$ cat src/rtl/dm_store_buffer_pkg.sv
// Shared definitions for the data-memory store and load-extraction paths:
// access width codes and byte-lane enable generation.
package dm_store_buffer_pkg;

    localparam logic [1:0] DM_BYTE     = 2'b00;
    localparam logic [1:0] DM_HALFWORD = 2'b01;
    localparam logic [1:0] DM_WORD     = 2'b10;

    // Word accesses always enable all four lanes; narrower ones shift with the offset
    // and lose any lanes that fall past byte 3.
    function automatic logic [3:0] dm_lane_en(input logic [1:0] width, input logic [1:0] off);
        logic [3:0] en;
        en = 4'b0000;
        case (width)
            DM_BYTE:     en = 4'b0001 << off;
            DM_HALFWORD: en = 4'b0011 << off;
            DM_WORD:     en = 4'b1111;
            default:     en = 4'b0000;
        endcase
        return en;
    endfunction

    function automatic logic dm_misaligned(input logic [1:0] width, input logic [1:0] off);
        return ((width == DM_HALFWORD) && off[0]) || ((width == DM_WORD) && (off != 2'b00));
    endfunction

endpackage

$ cat src/rtl/dm_store_align.sv
// Combinational store alignment: byte-lane enables, lane-shifted data and
// a misalignment flag from the low address bits and access width.
module dm_store_align
    import dm_store_buffer_pkg::*;
(
    input  logic [1:0]  off_i,
    input  logic [1:0]  width_i,
    input  logic [31:0] data_i,
    output logic [3:0]  wea_o,
    output logic [31:0] wdata_o,
    output logic        misalign_o
);

    assign wea_o      = dm_lane_en(width_i, off_i);
    assign wdata_o    = data_i << {off_i, 3'b000};
    assign misalign_o = dm_misaligned(width_i, off_i);

endmodule

$ cat src/rtl/dm_store_buffer.sv
// Store buffer: aligns MEM-stage stores, queues them and drains to data memory
// over req/ack; flags loads hitting a pending word. Trap option: DM_STORE_MISALIGN_TRAP_EN.
module dm_store_buffer
    import dm_store_buffer_pkg::*;
#(
    parameter int DEPTH = 2,
    parameter int AW    = 32
) (
    input  logic          clk,
    input  logic          rst,
    input  logic          st_valid,
    output logic          st_ready,
    input  logic [AW-1:0] st_addr,
    input  logic [31:0]   st_data,
    input  logic [1:0]    st_width,
    input  logic          ld_check_valid,
    input  logic [AW-1:0] ld_check_addr,
    output logic          ld_hazard,
    output logic          dm_req,
    input  logic          dm_ack,
    output logic [AW-1:0] dm_addr,
    output logic [3:0]    dm_wea,
    output logic [31:0]   dm_wdata,
    output logic          sb_empty
`ifdef DM_STORE_MISALIGN_TRAP_EN
    ,
    output logic          misalign_err
`endif
);

    localparam int PW = (DEPTH > 1) ? $clog2(DEPTH) : 1;
    localparam int CW = PW + 1;

    logic [AW-3:0] addr_q  [DEPTH];
    logic [3:0]    wea_q   [DEPTH];
    logic [31:0]   wdata_q [DEPTH];

    logic [PW-1:0] rd_q, rd_d, wr_q, wr_d;
    logic [CW-1:0] cnt_q, cnt_d;

    logic [3:0]  al_wea;
    logic [31:0] al_wdata;
    logic        al_mis;
    logic        full, push_hs, enq, pop;

    dm_store_align u_align (
        .off_i      (st_addr[1:0]),
        .width_i    (st_width),
        .data_i     (st_data),
        .wea_o      (al_wea),
        .wdata_o    (al_wdata),
        .misalign_o (al_mis)
    );

    assign full     = (cnt_q == CW'(DEPTH));
    assign st_ready = !full;
    assign dm_req   = (cnt_q != '0);
    assign sb_empty = (cnt_q == '0);
    assign push_hs  = st_valid & st_ready;
    assign pop      = dm_req & dm_ack;

`ifdef DM_STORE_MISALIGN_TRAP_EN
    logic mis_q;

    assign enq          = push_hs & (st_width != 2'b11) & !al_mis;
    assign misalign_err = mis_q;

    always_ff @(posedge clk or posedge rst) begin
        if (rst) mis_q <= 1'b0;
        else     mis_q <= push_hs & al_mis;
    end
`else
    logic unused_mis;

    assign enq        = push_hs & (st_width != 2'b11);
    assign unused_mis = al_mis;
`endif

    // Head entry drives memory straight from the storage mux, keeping dm_* stable under backpressure.
    assign dm_addr  = {addr_q[rd_q], 2'b00};
    assign dm_wea   = wea_q[rd_q];
    assign dm_wdata = wdata_q[rd_q];

    always_comb begin
        rd_d  = pop ? rd_q + PW'(1) : rd_q;
        wr_d  = enq ? wr_q + PW'(1) : wr_q;
        cnt_d = cnt_q;
        case ({enq, pop})
            2'b10:   cnt_d = cnt_q + CW'(1);
            2'b01:   cnt_d = cnt_q - CW'(1);
            default: cnt_d = cnt_q;
        endcase
    end

    always_ff @(posedge clk or posedge rst) begin
        if (rst) begin
            rd_q  <= '0;
            wr_q  <= '0;
            cnt_q <= '0;
        end else begin
            rd_q  <= rd_d;
            wr_q  <= wr_d;
            cnt_q <= cnt_d;
        end
    end

    always_ff @(posedge clk) begin
        if (enq) begin
            addr_q[wr_q]  <= st_addr[AW-1:2];
            wea_q[wr_q]   <= al_wea;
            wdata_q[wr_q] <= al_wdata;
        end
    end

    // An entry is live when its distance from the head is below the count.
    logic          unused_ld_off;
    logic [PW-1:0] rel;
    logic          hit;

    assign unused_ld_off = ^ld_check_addr[1:0];

    always_comb begin
        hit = 1'b0;
        rel = '0;
        for (int i = 0; i < DEPTH; i++) begin
            rel = PW'(i) - rd_q;
            if ((CW'(rel) < cnt_q) && (addr_q[i] == ld_check_addr[AW-1:2]))
                hit = 1'b1;
        end
    end

    assign ld_hazard = ld_check_valid & hit;

endmodule

$ cat config.mk
export PLATFORM = sky130hd
export DESIGN_NAME = dm_store_buffer
export DESIGN_NICKNAME = d
export VERILOG_FILES = /design/src/rtl/dm_store_buffer_pkg.sv /design/src/rtl/dm_store_align.sv /design/src/rtl/dm_store_buffer.sv
export SDC_FILE = /design/constraint.sdc
export NUM_CORES = 1
export LEC_CHECK = 0
export ABC_AREA = 1
export BUFFER_PORTS_ARGS = -buffer_cell sky130_fd_sc_hd__buf_2
export CAP_MARGIN = 20
export CORE_ASPECT_RATIO = 1.4
export CORE_MARGIN = 2
export CORE_UTILIZATION = 25
export DETAILED_ROUTE_END_ITERATION = 8
export GPL_ROUTABILITY_DRIVEN = 0
export RECOVER_POWER = 25
export SLEW_MARGIN = 10
export SYNTH_ARGS = -nofsm -noshare
export SYNTH_HDL_FRONTEND = slang
export SYNTH_SLANG_ARGS = --single-unit
$ cat constraint.sdc
create_clock -name clk -period 9.6 [get_ports clk]
set_clock_uncertainty 0.05 [all_clocks]
set_input_delay 1.44 -clock clk [delete_from_list [all_inputs] [get_ports clk]]
set_output_delay 1.44 -clock clk [all_outputs]
set_load 0.005 [all_outputs]
# ---- Word-level counts from Yosys, hierarchy flattened
# Memories as Yosys holds them, arrays and structs flattened.
# Index checks and enable logic that the tools add are counted.
# Widths: inputs -> output; s select.
dict set report word_totals {
  reg_bits 4
  ramBits 132
  in_bits 103
  output_inout_bits 72
  n_memories 3
}
# name words word_bits read_ports rd_ports_with_merged_regs wr line_no
set memory_table {}
lappend memory_table {wdata_q 2 32 1 0 1 dm_store_buffer.sv:36} ;# logic [31:0] wdata_q [DEPTH];
lappend memory_table {addr_q 2 30 3 0 1 dm_store_buffer.sv:34} ;# logic [AW-3:0] addr_q [DEPTH];
lappend memory_table {wea_q 2 4 1 0 1 dm_store_buffer.sv:35} ;# logic [3:0] wea_q [DEPTH];
dict set report op_classes {
  n_addsub 6
  n_lt_le_gt_ge 2
  n_eq_ne 8
  shift 3
  mux 6
  bitwise_logic 4
  n_reduce_logical 7
}
# op count
set ops {}
lappend ops {{$eq 30x30->1} 2}
lappend ops {{$shl 32x5->32} 1}
lappend ops {{$pmux 4 s3} 1}
lappend ops {{$eq 2x2->1 const B} 3}
lappend ops {{$and 1x1->1} 4}
lappend ops {{$eq 2x1->1 const B} 2}
lappend ops {{$logic_not 2->1} 2}
lappend ops {{$lt 1x2->1} 2}
lappend ops {{$mux 1} 4}
lappend ops {{$pmux 2 s2} 1}
lappend ops {{$reduce_bool 2->1} 2}
lappend ops {{$shl 1x2->4 const A} 1}
lappend ops {{$shl 2x2->4 const A} 1}
lappend ops {{$add 1x1->1 const B} 2}
lappend ops {{$add 2x1->2 const B} 1}
lappend ops {{$logic_and 1x1->1} 2}
lappend ops {{$ne 2x2->1 const B} 1}
lappend ops {{$sub 1x1->1 const A} 2}
lappend ops {{$sub 2x1->2 const B} 1}
lappend ops {{$logic_not 1->1} 1}

# ---- Depth between registers and ports, before layout
dict set report depth {
  depth_word 6
  depth_mapped 10
  mapped_depth_nobuf 10
}

# ---- By module
# Synthesis repeated with hierarchy kept, for this count alone.
dict set report unflattened {
  cells_unflattened 797
  hier_area_um2 6832.8
}
# mod n_inst cells_per_inst area_per_inst_um2 seq_area_each_um2
set by_module_without_submodules {}
lappend by_module_without_submodules {dm_store_buffer 1 638 6104.6 4063.9}
lappend by_module_without_submodules {dm_store_align 1 159 728.2 0.0}

# ---- Worst setup path after synthesis
# No wires, ideal clock.
dict set report synth_path {
  path_type {input to register}
  start {input st_width[0]}
  end {memory addr_q[0][0] (netlist bit) (enable)}
  setup_ns 0.491
  arrival_time_ns 4.469
  t_required_ns 9.059
  slack_ns 4.590
  stages 3
  cell_sequence {inv_1 > o211ai_1 > nor2_1}
}
dict set report synth_via {
  elab_chain_cells 4
}
# item line_no
set synth_rtl {}
lappend synth_rtl {{from (decl)} dm_store_buffer.sv:15} ;# input logic [1:0] st_width,
lappend synth_rtl {{$ne 2x2->1} dm_store_buffer.sv:75} ;# assign enq = push_hs & (st_width != 2'b11);
lappend synth_rtl {{$and 1x1->1} dm_store_buffer.sv:75}
lappend synth_rtl {{$mux 1} dm_store_buffer.sv:108} ;# if (enq) begin
lappend synth_rtl {{$mux 1 (implied by the code)} dm_store_buffer.sv:109} ;# addr_q[wr_q] <= st_addr[AW-1:2];
lappend synth_rtl {{to (decl)} dm_store_buffer.sv:34}
# No other way between the ends.

# ---- Worst setup path after layout
dict set report layout_path {
  start {register rd_q}
  end {output ld_hazard}
}
dict set report layout_via {
  elab_chain_cells 6
  word_cells_on_any_way 9
  classes_between {add/sub (2); order compare (2); mux (2); bitwise (1); reduce/logical (2)}
}
# item line_no
set layout_rtl {}
lappend layout_rtl {{from (decl)} dm_store_buffer.sv:38} ;# logic [PW-1:0] rd_q, rd_d, wr_q, wr_d;
lappend layout_rtl {{from (signal assigned)} dm_store_buffer.sv:101} ;# rd_q <= rd_d;
lappend layout_rtl {{$sub 1x1->1} dm_store_buffer.sv:126} ;# rel = PW'(i) - rd_q;
lappend layout_rtl {{$lt 1x2->1} dm_store_buffer.sv:127} ;# if ((CW'(rel) < cnt_q) && (addr_q[i] == ld_check_addr[AW-1:2]))
lappend layout_rtl {{$logic_and 1x1->1} dm_store_buffer.sv:127}
lappend layout_rtl {{$mux 1} dm_store_buffer.sv:127}
lappend layout_rtl {{$mux 1 (*)} dm_store_buffer.sv:127}
lappend layout_rtl {{$and 1x1->1 (*)} dm_store_buffer.sv:132} ;# assign ld_hazard = ld_check_valid & hit;
lappend layout_rtl {{to (decl)} dm_store_buffer.sv:18} ;# output logic ld_hazard,
# Mark *: on every way between the ends. The rest lies on a longest branch, timed or not.

==> summary.txt <==
Pwr
  • P_int: 1.50 mW
  • Worst VDD drop: 118 uV
  • Net Switching: around 670 uW
  • Relative contribution of the clock network to total power: 0.332
  • Relative contribution of combinational cells to total power: 0.275
  • Share of total power consumed by net switching: 0.310
  • Pwr Density: 257 nW/um^2
  • Design Power: 2.17 mW
  • Part of the total power dissipated in sequential elements: 0.393
  • Cell leakage power: 3.71 nW

Floorplanning
  • Core footprint: 26000 sq um
  • Total I/O pin count: 175
  • Initial core utilization: 0.253
  • Die area: 27700 sq um
  • # rows: 70
  • Die H: 196 um
  • Die boundary width: 141 um

Route
  • Total iterations of the first detailed-routing run: 4
  • DRC Markers: 0
  • Average wire per cell in the routed design: 15.8 um
  • Vias post-DR: 5004
  • Routed via count divided by cell count: 4.26
  • DRT Wirelength: 18500 um
  • DR iter-0 viols: 218
  • Residual antenna-violating net count after detailed routing: 0

Setup path
  • Worst Path Max Fanout: 62
  • Critical path data arrival time: 2810 ps
  • Type of origin of the critical path: flip-flop
  • Worst setup path class: flip-flop to output pin
  • Required time reported for the critical path endpoint: 8110 ps
  • Crit path capture type: output pin

Timing
  • Final critical path time including I/O delays and setup: 4300 ps
  • Setup repair after global routing missed its margin: false
  • Final number of hold-violating endpoints: 0
  • Headroom to the max-slew limit: 0.119
  • Finish-stage setup viols: 0
  • Worst-Margin Slew: 1320 ps
  • Tcrit/Tclk final: 0.448
  • Max-slew violation count: 0
  • Max frequency: approximately 230 MHz
  • Setup WS post-layout: about 5300 ps
  • Sum of negative setup slack: 0 ps

Worst hold path
  • Class of the worst hold path: flip-flop to flip-flop

Synth
  • Post-synthesis sequential area ratio: 0.617
  • Synth Area per Inst: ~9.9 sq um
  • Synthesized netlist cell count: approximately 660
  • Number of storage elements in the synthesis netlist: 136
  • Yosys top cell by area: sky130_fd_sc_hd__edfxtp_1
  • Post-Synthesis Cell Area: 6580 sq um
  • Cell types with the largest area share after synthesis: sky130_fd_sc_hd__edfxtp_1 60%, sky130_fd_sc_hd__nand2_1 11%, sky130_fd_sc_hd__mux2_2 6.2%, sky130_fd_sc_hd__inv_1 5.2%, sky130_fd_sc_hd__nor2_1 4.4%
  • Number of warnings reported in the yosys synthesis log: 0
  • Top cell type's share of synthesized area: 0.602
  • Number of distinct standard cells referenced by the synthesized netlist: 27

Clock network
  • Root buf cell: sky130_fd_sc_hd__clkbuf_16
  • Number of H-tree levels: 4
  • Number of clock sinks seen by CTS: 136
  • Clock buffers created by TritonCTS: 17
  • # hold bufs at CTS: 0
  • Count of instances resized after the clock tree is built: 0
  • Insertion delay of the later-clocked pin in the worst-skew pair: between 400 and 500 ps
  • Clock tree from TritonCTS: yes
  • Max clock buf depth: 2
  • Worst-path clk slew: about 60 ps
  • Setup bufs post-CTS: 0

Layout
  • Post-layout instance area: 8440 sq um
  • Area growth from synthesis to layout: 28.2%
  • Layout cells sized above 1: 0.274
  • Final design utilization: 0.324
  • Final nets: 940

Run
  • Max-capacitance violation count: 0

Global routing
  • Final global-route overflow total: 0
  • Vias in the first global route: 4762
  • Pin count of the biggest net entering global routing: 63
  • Wire length of the first global-routing pass: ~27000 um
  • GR Util All Layers: 0.134
  • Initial antenna violation count: 3

Placement
  • IO Port Bufs: 170
  • Area post-placement: between 7000 and 8000 sq um
  • DP Wirelength: around 14000 um
  • Post-place setup slack: 5460 ps

Run status
  • Outcome: finished, final reports clean
[power groups by stage]
stage / clock network [mW] / logic (mW) / registers, mW
after floorplan: 0 / 0.361 / 0.834
after global placement: 0 / 0.609 / 0.866
after detailed placement: 0 / 0.611 / 0.870
after CTS: 0.736 / 0.614 / 0.858
after global routing: 0.761 / 0.672 / 0.869
final: 0.720 / 0.598 / 0.855
[per-stage QoR]
stage          hold slack [ps]  cells
5_1_grt                    522   1172
2_1_floorplan              449    664
6_report                   502   1174
3_5_place_dp               493   1140
3_3_place_gp               462   1140
4_1_cts                    501   1171
[sequential cells by signal, summed over array words and instances (netlist names)]
name and count:
addr_q 60, wr_q 1, cnt_q 2, wdata_q 64, wea_q 8, rd_q 1
[path summary, 6_finish.rpt]
path,slack (ps),endpoint,start,depth (start not counted)
max,5300,ld_hazard,rd_q$_DFFE_PP0P_,11
min,500,cnt_q[0]$_DFFE_PP0P_,cnt_q[0]$_DFFE_PP0P_,1
min reg2reg,500,cnt_q[0]$_DFFE_PP0P_,cnt_q[0]$_DFFE_PP0P_,1
max in group asynchronous,8460,rd_q$_DFFE_PP0P_,rst,2
min in group asynchronous,860,cnt_q[1]$_DFFE_PP0P_,rst,2
max reg2reg,6720,wdata_q[0][5]$_DFFE_PP_,cnt_q[0]$_DFFE_PP0P_,5
[metal layers]
layer | vias up | wire (um) | track usage | share of wire
met3 | 19 | 1300 | 0.0412 | 0.070
met5 | - | 12 | 0 | 0.00065
met4 | 2 | 261 | 0.0422 | 0.014
li1 | 2526 | - | - | -
met2 | 171 | 9940 | 0.246 | 0.54
met1 | 2286 | 7000 | 0.148 | 0.38
[cells in the final DEF, fill, tap and decap left out, drive strengths merged]
cell / count
a22oi: 8
clkinv: 7
o21ai: 49
o31ai: 2
buf: 158
o32ai: 1
nor3: 1
nand2: 191
dfrtp: 4
mux2: 36
conb: 2
o22ai: 7
ha: 1
bufinv: 5
o211ai: 2
edfxtp: 132
clkbuf: 33
nand3: 2
inv: 96
nor2: 77
diode: 2
xor2: 8
xnor2: 6
a21oi: 20
[final cells by class]
cell class | count | area, sq um
Tap cell | 324 | 405
Sequential cell | 136 | 4070
Clock buffer | 17 | 425
Clock inverter | 14 | 221
Inverter | 94 | 353
Fill cell | 2617 | 17600
Timing Repair Buffer | 174 | 881
Antenna cell | 2 | 5.00
Multi-Input combinational cell | 413 | 2080
[cells by family (layout without fill, tap and decap cells)]
logic type,after synthesis,in the layout,share of synthesized area
multiplexers,36,36,0.0616
AND/OR/NAND/NOR,271,271,0.157
AO/OA/AOI/OAI,89,89,0.0741
buffers and inverters,115,299,0.0694
adder cells (fa/ha/maj),1,1,0.00190
other,1,4,0.000570
flip-flops,136,136,0.617
XOR/XNOR,14,14,0.0186
[critical path, stage by stage (launching register included)]
cell	delay (ps)
sky130_fd_sc_hd__dfrtp_4	780
sky130_fd_sc_hd__buf_4	630
sky130_fd_sc_hd__nand2_1	210
sky130_fd_sc_hd__o21ai_0	160
sky130_fd_sc_hd__nor2_1	60
sky130_fd_sc_hd__nand2_1	80
sky130_fd_sc_hd__nor2_1	50
sky130_fd_sc_hd__nand2_1	50
sky130_fd_sc_hd__nor2_1	40
sky130_fd_sc_hd__nor2_1	150
sky130_fd_sc_hd__nor2_1	60
sky130_fd_sc_hd__buf_2	120
[Yosys cell counts]
cell,count
sky130_fd_sc_hd__nand2_1,189
sky130_fd_sc_hd__edfxtp_1,132
sky130_fd_sc_hd__inv_1,91
sky130_fd_sc_hd__nor2_1,77
sky130_fd_sc_hd__o21ai_0,49
sky130_fd_sc_hd__mux2_2,36
sky130_fd_sc_hd__a21oi_1,20
sky130_fd_sc_hd__buf_2,14
sky130_fd_sc_hd__a22oi_1,8
sky130_fd_sc_hd__xor2_1,8
sky130_fd_sc_hd__o22ai_1,7
sky130_fd_sc_hd__xnor2_1,6
sky130_fd_sc_hd__dfrtp_1,4
sky130_fd_sc_hd__clkbuf_1,3
sky130_fd_sc_hd__buf_1,2
sky130_fd_sc_hd__buf_4,2
sky130_fd_sc_hd__inv_2,2
sky130_fd_sc_hd__nand3_1,2
sky130_fd_sc_hd__o211ai_1,2
sky130_fd_sc_hd__o31ai_1,2
sky130_fd_sc_hd__clkinv_1,1
sky130_fd_sc_hd__conb_1,1
sky130_fd_sc_hd__ha_1,1
sky130_fd_sc_hd__nand2_2,1
sky130_fd_sc_hd__nand2_4,1
sky130_fd_sc_hd__nor3_1,1
sky130_fd_sc_hd__o32ai_1,1
Note: power is estimated with default switching activity, not from simulation.
